## src/rtl/timing_sequencer_pkg.sv

```systemverilog
// Shared types and widths for the control-unit sequence counter and timing generator.
package timing_sequencer_pkg;

  localparam int SC_W = 4;
  localparam int T_W  = 16;

  typedef enum logic [1:0] {
    ST_IDLE = 2'd0,
    ST_RUN  = 2'd1,
    ST_HALT = 2'd2
  } state_e;

  // Out-of-range load values saturate at the last timing step.
  function automatic logic [SC_W-1:0] clampLoad(input logic [SC_W-1:0] val,
                                                input logic [SC_W-1:0] maxSc);
    return (val > maxSc) ? maxSc : val;
  endfunction

endpackage

```

## src/rtl/timing_sequencer_incr.sv

```systemverilog
// 4-bit half-adder incrementer: sum = a + 1, carry out when a is all ones.
module BinaryIncrementer (
  input  logic [3:0] a_i,
  output logic [3:0] sum_o,
  output logic       carry_o
);

  // Each bit flips when every lower bit is one (the half-adder carry chain, flattened).
  assign sum_o   = a_i ^ {&a_i[2:0], &a_i[1:0], a_i[0], 1'b1};
  assign carry_o = &a_i;

endmodule

```

## src/rtl/timing_sequencer.sv

```systemverilog
// Sequence counter SC with one-hot timing decode, run/halt FSM and completed-cycle counter.
module timing_sequencer
  import timing_sequencer_pkg::*;
#(
  parameter int MAX_T = 15,
  parameter int CNT_W = 8
) (
  input  logic             clk,
  input  logic             rst_n,
  input  logic             start,
  input  logic             halt,
  input  logic             resume,
  input  logic             stop,
  input  logic             clr,
  input  logic             load,
  input  logic [SC_W-1:0]  load_val,
  output logic [SC_W-1:0]  sc,
  output logic [T_W-1:0]   t,
  output logic             busy,
  output logic             halted,
  output logic             cycle_done,
  output logic [CNT_W-1:0] cycle_cnt
);

  localparam logic [SC_W-1:0] MaxSc = SC_W'(MAX_T);

  state_e           state_q, state_d;
  logic [SC_W-1:0]  sc_q, sc_d;
  logic             done_q, done_d;
  logic [CNT_W-1:0] cnt_q, cnt_d;
  logic [SC_W-1:0]  incSum;
  logic             carry_unused;
  logic [SC_W-1:0]  loadClamped;

  BinaryIncrementer uIncr (
    .a_i     (sc_q),
    .sum_o   (incSum),
    .carry_o (carry_unused)
  );

  assign loadClamped = clampLoad(load_val, MaxSc);

  always_ff @(posedge clk or negedge rst_n) begin
    if (!rst_n) begin
      state_q <= ST_IDLE;
      sc_q    <= '0;
      done_q  <= 1'b0;
      cnt_q   <= '0;
    end else begin
      state_q <= state_d;
      sc_q    <= sc_d;
      done_q  <= done_d;
      cnt_q   <= cnt_d;
    end
  end

  // A completed cycle is SC reaching 0 from a nonzero value while running, by wrap or clr.
  always_comb begin
    state_d = state_q;
    sc_d    = sc_q;
    done_d  = 1'b0;
    if (stop) begin
      state_d = ST_IDLE;
      sc_d    = '0;
    end else begin
      case (state_q)
        ST_IDLE: begin
          sc_d = '0;
          if (start) state_d = ST_RUN;
        end
        ST_RUN: begin
          if (clr) begin
            sc_d   = '0;
            done_d = (sc_q != '0);
          end else if (load) begin
            sc_d = loadClamped;
          end else if (sc_q == MaxSc) begin
            sc_d   = '0;
            done_d = 1'b1;
          end else begin
            sc_d = incSum;
          end
          if (halt) state_d = ST_HALT;
        end
        ST_HALT: begin
          if (load) sc_d = loadClamped;
          if (resume) state_d = ST_RUN;
        end
        default: begin
          state_d = ST_IDLE;
          sc_d    = '0;
        end
      endcase
    end
    cnt_d = done_d ? cnt_q + CNT_W'(1) : cnt_q;
  end

  always_comb begin
    t       = '0;
    t[sc_q] = 1'b1;
  end

  assign sc         = sc_q;
  assign busy       = (state_q == ST_RUN);
  assign halted     = (state_q == ST_HALT);
  assign cycle_done = done_q;
  assign cycle_cnt  = cnt_q;

endmodule

```

## config.mk

```make
export PLATFORM = sky130hd
export DESIGN_NAME = timing_sequencer
export DESIGN_NICKNAME = d
export VERILOG_FILES = /design/src/rtl/timing_sequencer_pkg.sv /design/src/rtl/timing_sequencer_incr.sv /design/src/rtl/timing_sequencer.sv
export SDC_FILE = /design/constraint.sdc
export NUM_CORES = 1
export LEC_CHECK = 0
export BUFFER_PORTS_ARGS = -buffer_cell sky130_fd_sc_hd__buf_2
export CORE_MARGIN = 2
export CORE_UTILIZATION = 46
export CTS_CLUSTER_DIAMETER = 40
export DETAILED_ROUTE_END_ITERATION = 10
export PLACE_DENSITY_LB_ADDON = 0.05
export SETUP_SLACK_MARGIN = 0.2
export SYNTH_ARGS = -nofsm -noshare
export SYNTH_HDL_FRONTEND = slang
export SYNTH_SLANG_ARGS = --single-unit
export TNS_END_PERCENT = 30
```

## constraint.sdc

```tcl
create_clock -name clk -period 3.26 [get_ports clk]
set_input_delay 0.163 -clock clk [delete_from_list [all_inputs] [get_ports clk]]
set_output_delay 0.163 -clock clk [all_outputs]
set_load 0.05 [all_outputs]
```

==> results of run 1 <==
==> placed cells by master (no fill, tap or decap) <==
cell and n:
nand3_1 2, o22ai_1 1, a222oi_1 1, nand4_1 3, a2111oi_4 1, a31o_2 1
clkbuf_4 3, nand4b_1 1, and2_1 7, xnor2_1 7, a32oi_1 1, xor2_1 2
and3_1 5, inv_1 10, a31oi_1 1, nor2_1 6, a22o_1 2, a22oi_1 2
mux2_2 1, mux2i_1 1, nand2_1 5, clkinv_2 1, nor3b_1 6, nor2b_1 2
dlygate4sd3_1 1, ha_1 10, dfrtp_1 15, o21ai_0 2, buf_2 42, and3b_1 1
nand3b_1 1, nand2b_1 1
==> worst max-delay path, delay by kind of cell, from the launching register on <==
| kind | cells | cell delay, ns |
|---|---|---|
| fa+ha+maj | 1 | 0.22 |
| flops | 1 | 0.44 |
| simple gates | 1 | 0.47 |
| buf+inv | 2 | 0.49 |
==> path summary, 6_finish.rpt <==
path | from | end | slack (ns)
hold / removal | stop | state_q[0]$_DFFE_PN0P_ | 0.13
max in group asynchronous | rst_n | cycle_cnt[7]$_DFFE_PN0P_ | 2.72
min in group asynchronous | rst_n | cycle_cnt[2]$_DFFE_PN0P_ | 0.30
hold reg to reg | cycle_cnt[7]$_DFFE_PN0P_ | cycle_cnt[7]$_DFFE_PN0P_ | 0.47
setup reg to reg | sc[1]$_DFFE_PN0P_ | cycle_cnt[1]$_DFFE_PN0P_ | 1.25
setup / recovery | sc[0]$_DFFE_PN0P_ | t[0] | 1.21
==> state kept, by name, indices dropped and copies added (netlist names) <==
| register | flops |
|---|---|
| cycle_cnt | 8 |
| sc | 4 |
| state_q | 2 |
| cycle_done | 1 |
==> logic make-up (layout without fill, tap and decap cells) <==
kind of cell / Yosys count / in the layout / synth area share
adders and majority gates: 10 / 10 / 0.1263
buffers and inverters: 12 / 57 / 0.04671
xor gates and xnor gates: 9 / 9 / 0.07955
DFF: 15 / 15 / 0.3788
AOI/OAI and AO/OA: 12 / 12 / 0.1111
muxes: 2 / 2 / 0.02146
and+or+nand+nor: 40 / 40 / 0.2361
==> stage by stage <==
stage          instances  hold slack [ns]  utilization  setup slack [ns]
2_1_floorplan        100          -0.1326            -            0.3711
5_1_grt              172           0.1271       0.6313             1.083
3_5_place_dp         167          0.07991       0.6125             1.257
6_report             172           0.1307       0.6313             1.208
4_1_cts              172           0.1173       0.6313             1.225
3_3_place_gp         167          0.08070       0.6125             1.307
==> layer usage <==
layer,vias to the layer above,routed length (um)
li1,437,-
met1,411,978
met2,33,950
met3,4,151
met4,0,32
met5,-,0
==> power by group through the flow <==
stage	Sequential, mW	Combinational, mW	Clock [mW]
final	0.240	0.305	0.102
after global routing	0.246	0.335	0.114
after CTS	0.240	0.307	0.108
after detailed placement	0.245	0.303	0
after global placement	0.243	0.297	0
after floorplan	0.283	0.190	0
==> layout make-up <==
cell class,instances,share of cell area
repair buffers,43,0.1743
inverters,10,0.02970
clock buffers,3,0.01782
clock inverters,1,0.003960
multi-input cells,73,0.4505
flip-flops and latches,15,0.2970
well taps,27,0.02673
==> summary by stage, run 1 <==
CTS
The clock latency at the later pin of the worst-skew pair is 0.28 ns. The level count of the clock H-tree is 1. Counting every sink on the clock net gives 15. The clock tree root buffer cell is clkbuf_4.

The clock tree from TritonCTS is done. In this run the post-CTS setup repair buffer count came out at 0. Clock-pin slew was measured on the worst setup and hold paths at 0.09 ns. In this run, CTS created clock tree buffers numbering 3. The number of gates given a new drive strength after cts is 0. The number of buffers between clock root and the deepest sink is 2.

The cts-stage hold buffer count is 1.

Critical path
The worst endpoint required time is 3.10 ns. The worst reg2reg path depth is 4. The highest net fanout along the worst path is 6. The largest individual stage delay along the critical path comes from the cell nor3b_1. The endpoint kind of the worst setup timing path is an output pin. The type of origin of the critical path is a flip-flop. The critical path is of the flip-flop to output pin type.

At the worst endpoint, the arrival time is 1.89 ns. For this run, the slowest stage of the critical path takes 0.47 ns. Walking the worst path, the cells encountered are inv_1, ha_1, nor3b_1, buf_2.

Synth
Of the post-synthesis cell area, the dominant cell type holds 0.3788. The dominant cell type by area after synthesis is dfrtp_1. The most used standard cell by instance count after synthesis is dfrtp_1. In this run, synthesis produced a sequential element count of 15.

The proportion of synthesized chip area in sequential cells is 0.3788. Sorting the synthesized cells by area gives the leading types as dfrtp_1 (38%), ha_1 (13%), xnor2_1 (6.2%). The number of instances in the synthesized netlist is 100.

The number of library cell types mapped by synthesis is 30. The async set or reset register ratio after synthesis is 1.000. The average cell area after synthesis is 9.910 um^2. For this run, the number of Yosys warnings is 0. The count of flip-flops with a built-in enable after synthesis is 0. The dominant register cell in the synthesized netlist is dfrtp_1. The net count of the mapped netlist is 122. The cell area after synthesis is 991.0 um^2. In the synthesized netlist, the cells that appear most often are dfrtp_1 (15), ha_1 (10), inv_1 (10).

STA
The maximum operating frequency is 487.3 MHz. The hold violation total from the final report is 0. Setup violations remaining at the end of the flow were counted as 0. The final critical-path required period is 2.052 ns. For the final routed database, the setup TNS stands at 0 ns. The max-slew headroom at the worst pin is 0.6327. The final number of max-transition violations is 0.

The transition at the pin with the smallest max-transition slack is 0.5510 ns. Setup repair after global routing left no endpoint under its margin. The worst clock skew is 0.004251 ns.

The post-route clock period utilization is 0.6295.

Drt
The count of nets left with antenna violations once routing finished came out at 0. The iteration-0 DRC count of the detailed router is 7. The mean routed wirelength per cell is 12.28 um.

The via-per-instance ratio is 5.145. After detailed routing, the total wire length is 2.112 mm. The number of design rule violations left after detail routing is 0.

For this run, the detailed router's first-pass iteration total came to 4. The routed layout has 885 vias.

Global routing
The met1 layer usage reported by global route is 0.2629. The combined global-route utilization of all metal layers is 0.1954. The routing usage on met2 is 0.3026.

The busiest layer in global routing is met2. The number of antenna violations at the first check in global routing was 0. The first global-routing pass estimated 3.795 mm of wire.

The number of global-route vias before repair is 831. The fraction of met3 tracks used by global routing is 0.03869. Summed over all layers, the global routing overflow is 0. The largest net degree at the start of global routing is 17.

Cells and area
In the final layout, the multi-input gates occupy 569.3 um^2. In the final layout, the share of cells above drive strength 1 is 0.3379. The repair_antennas step left the layout with diodes totalling 0. The number of inserted filler cells in the final layout is 194. Registers take 375.4 um^2. The number of nets in the final layout is 168. The final standard cell area without fillers is 1264 um^2.

Relative to the synthesized area, the layout overhead comes to 27.53%.

Status
The run finished with clean final reports.

Place
The post-placement cell area is 1226 um^2. The routability congestion estimate from global placement is 0.8472. The HPWL reported at the end of detailed placement is 1.704 mm. The count of buffers added on input and output ports is 42.

Floorplan
The core box area is 2002 um^2. The initial utilization of the core area, before any placement, comes to 0.4950. The die is 50.42 um tall. The top-level port count is 43. The floorplan step defined a die boundary enclosing 2542 um^2. From left edge to right edge, the die measures 50.42 um. The initialized floorplan defines 16 standard-cell rows.

Power
VDD sags by at most 0.3765 mV. Of the total power, combinational logic draws 0.471. The switching power is 0.2964 mW.

The power density normalized to cell area is 511.6 nW/um^2. The internal power is 0.3501 mW. Of the total power, the share spent switching nets is 0.4585.

Of the total power, the clock network draws 0.158. For this design the static power due to leakage is 0.7082 nW. The total power draw is 0.6465 mW.

Of the total power, registers draw 0.371.

Flow run
The reported max-cap violation count is 0.

Worst hold path
The type of the worst min-delay path is input pin to flip-flop. Along the worst hold path, the cell count comes to 2.
(Power assumes the default switching activity.)
==> inputs of run 2 (changes only) <==
CORE_UTILIZATION = 42   (was 46)
clock period = 1.8 ns   (was 3.26 ns; I/O delays follow)
==> run 2 against run 1 <==
Compared with the run above:
- non-clock buffer count increased by 17
- sequential share of layout area decreased by 4.2 points
- wire length increased by 18%
- via count increased by 8.9%
- register-to-register slack got worse by 1.1 ns
- hold slack got worse by 0.081 ns
- worst setup slack got worse by 1.1 ns
- first-iteration DRC count increased by 140%
- sequential power increased by 85%
- critical path type is now flip-flop to flip-flop
- largest cell class unchanged
==> summary by stage, run 2 (synthesis results as in run 1) <==
Status
Result of the run: finished clean (unchanged).

Global routing
The number of antenna violations at the first check in global routing was 0 (unchanged). The fraction of met3 tracks used by global routing is 0.04000 (was 0.03869). The busiest layer in global routing is met2 (unchanged). The largest net degree at the start of global routing came to 16 (was 17). The number of global-route vias before repair is 870 (was 831). The global route total overflow was 0 (unchanged). The routing usage on met2 is 0.3021 (was 0.3026).

The met1 layer usage reported by global route is 0.2554 (was 0.2629). The combined global-route utilization of all metal layers was 0.1961 (was 0.1954). The global-route wire length before repair is 3.933 mm (was 3.795 mm).

CTS
The clock-pin slew reported for the worst setup and hold paths after clock tree synthesis is 0.09 ns (about the same). The clock latency at the later pin of the worst-skew pair is 0.28 ns (about the same). The clock tree root buffer cell is clkbuf_4 (unchanged).

The level count of the clock H-tree came to 1 (unchanged). The number of buffers created by CTS is 3 (unchanged). The number of buffers between clock root and the deepest sink is 2 (unchanged). The sink count of the clock tree is 15 (unchanged). The clock tree from TritonCTS was done (unchanged).

STA
The transition at the pin with the smallest max-transition slack is 0.3374 ns (was 0.5510 ns). The maximum operating frequency is 590.5 MHz. The count of final setup violators is 0 (unchanged).

RSZ-0062 raised after global routing: true (was false). The hold violation total from the final report was 0 (unchanged). The max-slew headroom at the worst pin came to 0.7750 (was 0.6327). The worst clock skew is 0.003661 ns (was 0.004251 ns). The final critical-path required period is 1.693 ns. The final number of max-transition violations is 0 (unchanged).

In the finished design, the share of the clock period the worst path needs comes to 0.9408.

Cells and area
The utilization of the core after routing is 0.6759 (was 0.6313). The share of final-layout standard cells stronger than drive strength 1 was 0.5370 (was 0.3379). The final standard cell count with taps included and fillers excluded was 190 (was 172). Leading cell types in the layout, fill and taps excluded: buf_2 (40), buf_4 (19), dfrtp_1 (10) (was buf_2 (42), dfrtp_1 (15), inv_1 (10), ha_1 (10)). The final standard cell area without fillers is 1495 um^2 (was 1264 um^2).

The count of antenna diodes in the layout is 0 (unchanged). The relative area change from synthesis to final layout came to 50.88% (was 27.53%). The total area of sequential cells is 381.6 um^2 (was 375.4 um^2). The most frequent standard cell in the layout excluding fill and tap cells is buf_2 (unchanged).

The number of nets in the final layout is 185 (was 168). The flip-flop count of the largest register after layout is 8 (unchanged). The number of inserted filler cells in the final layout was 191 (was 194). The area occupied by multi-input gates is 660.6 um^2 (was 569.3 um^2).

Critical path
The capture instance of the worst register-to-register path is cycle_cnt[1]$_DFFE_PN0P_ (unchanged). The endpoint kind of the worst setup timing path is a flip-flop (was output pin). The worst setup path category is flip-flop to flip-flop (was flip-flop to output pin). The worst path buffer plus inverter count is 2 (unchanged). The setup slack on the worst flop-to-flop path is 0.11 ns (was 1.25 ns).

The critical path depth is 6 (was 4). The highest net fanout along the worst path is 5 (was 6). The highest-delay cell along the critical path is dfrtp_2 (was nor3b_1).

The worst reg2reg path depth was 6 (was 4). The startpoint of the worst-slack reg-to-reg timing path is sc[0]$_DFFE_PN0P_ (was sc[1]$_DFFE_PN0P_). The cell class contributing the biggest share of worst-path delay is flip-flops (was buffers and inverters). The arrival time of data at the critical path endpoint was 1.87 ns (was 1.89 ns). Cell breakdown of the critical path: inv_2, ha_4, nor3b_4, a2111oi_4, buf_4, mux2_4 (was inv_1, ha_1, nor3b_1, buf_2). The type of origin of the critical path is a flip-flop (unchanged). The critical path's largest stage delay came to 0.43 ns (was 0.47 ns). The worst endpoint required time is 1.97 ns (was 3.10 ns).

Drt
The first-pass detailed-route iteration total came to 4 (unchanged). The detailed-route wire length is 2.487 mm (was 2.112 mm). The number of nets with antenna violations after detailed routing came to 0 (unchanged).

The mean routed wirelength per cell is 13.09 um (was 12.28 um). The via-per-instance ratio is 5.074 (was 5.145). The iteration-0 DRC count of the detailed router was 17 (was 7). The total via count in the routed design is 964 (was 885). The number of design rule violations left after detail routing is 0 (unchanged).

Place
The number of buffer cells added on primary ports is 42 (unchanged). The post-placement cell area is 1330 um^2 (was 1226 um^2). The routability congestion estimate from global placement is 0.8193 (was 0.8472).

The HPWL reported at the end of detailed placement is 1.865 mm (was 1.704 mm). The number of instances in the placed design is 174 (was 167).

Floorplan
The top-level port count was 43 (unchanged). The starting utilization of the core area is 0.4480 (was 0.4950). The count of standard-cell rows was 17 (was 16). The die footprint is 2764 um^2 (was 2542 um^2). The overall die width is 52.58 um (was 50.42 um). The core box area was 2212 um^2 (was 2002 um^2). The floorplan die height is 52.58 um (was 50.42 um).

Flow run
The reported max-cap violation count was 0 (unchanged).

Power
The leakage power of the design is 0.8179 nW (was 0.7082 nW). The internal power is 0.7158 mW (was 0.3501 mW). The share of total power in the clock network is 0.145 (was 0.158). The maximum ir drop on the vdd rail is 0.7335 mV (was 0.3765 mV). The switching portion of total power is 0.4475 (was 0.4585). The combinational power share is 0.513 (was 0.471). The power density normalized to cell area was 866.6 nW/um^2 (was 511.6 nW/um^2). The switching power is 0.5799 mW (was 0.2964 mW).

The relative contribution of sequential cells to total power is 0.342 (was 0.371).

Worst hold path
The count of cells along the worst hold path came to 2 (unchanged). The beginning of the worst hold path is stop (unchanged). The endpoint with the worst hold slack is state_q[0]$_DFFE_PN0P_ (unchanged).

The type of the worst min-delay path is input pin to flip-flop (unchanged).
-- run 2: cell count changes in the layout (fill, tap and decap cells not counted), sizes merged --
cell,change
buf,+17
-- run 2: per-stage QoR --
stage	TNS, ns	worst slack (ns)	hold slack [ns]	power, mW
after global placement	0	0.09506	0.01033	1.020
after CTS	0	0.1284	0.04099	1.280
final	0	0.1066	0.05017	1.296
after floorplan	-1.767	-0.2209	-0.2056	0.8846
after detailed placement	0	0.05045	0.01170	1.037
after global routing	0	0.06528	0.03500	1.378
-- run 2: how the worst max path moves through the flow --
stage / start / end / slack [ns]
final: sc[0]$_DFFE_PN0P_ / cycle_cnt[1]$_DFFE_PN0P_ / 0.11
after global routing: sc[0]$_DFFE_PN0P_ / cycle_cnt[3]$_DFFE_PN0P_ / 0.07
after CTS: sc[1]$_DFFE_PN0P_ / cycle_cnt[1]$_DFFE_PN0P_ / 0.13
after detailed placement: sc[0]$_DFFE_PN0P_ / cycle_cnt[1]$_DFFE_PN0P_ / 0.05
after global placement: sc[0]$_DFFE_PN0P_ / cycle_cnt[1]$_DFFE_PN0P_ / 0.1
after floorplan: sc[1]$_DFFE_PN0P_ / cycle_cnt[3]$_DFFE_PN0P_ / -0.22
-- run 2: power groups by stage --
stage | Combinational, mW | Sequential (mW) | Clock, mW
floorplan | 0.368 | 0.516 | 0
global placement | 0.582 | 0.438 | 0
detailed placement | 0.595 | 0.442 | 0
CTS | 0.639 | 0.440 | 0.200
global route | 0.713 | 0.451 | 0.215
finish | 0.664 | 0.443 | 0.188
-- run 2: worst reg2reg max path, delay by kind of cell, from the launching register on --
kind | cells | cell delay (ns)
and+or+nand+nor | 1 | 0.16
buffers and inverters | 2 | 0.27
muxes | 1 | 0.29
AOI/OAI and AO/OA | 1 | 0.28
DFF | 1 | 0.43
adders and majority gates | 1 | 0.16
-- run 2: per-layer routing --
layer | routed length [um] | up-vias | part of all wire
met1 | 1120 | 449 | 0.45
met5 | 0 | - | 0
li1 | - | 472 | -
met4 | 21 | 0 | 0.0084
met2 | 1185 | 39 | 0.48
met3 | 160 | 4 | 0.064
-- run 2: what timing repair did --
item / in CTS / in global routing
hold buffers: 1 / 0
setup buffers: 5 / 5
hold endpoints to repair: 15 / 0
resized for setup: 6 / 7
setup endpoints to repair: 16 / 23
pin swaps: 2 / 1
gates cloned: 1 / 0
-- run 2: layout make-up --
type	count	share of cell area
multi-input cells	73	0.4418
inverters	10	0.02510
well taps	28	0.02343
clock inverters	1	0.003347
clock buffers	3	0.01506
repair buffers	60	0.2360
flip-flops and latches	15	0.2552
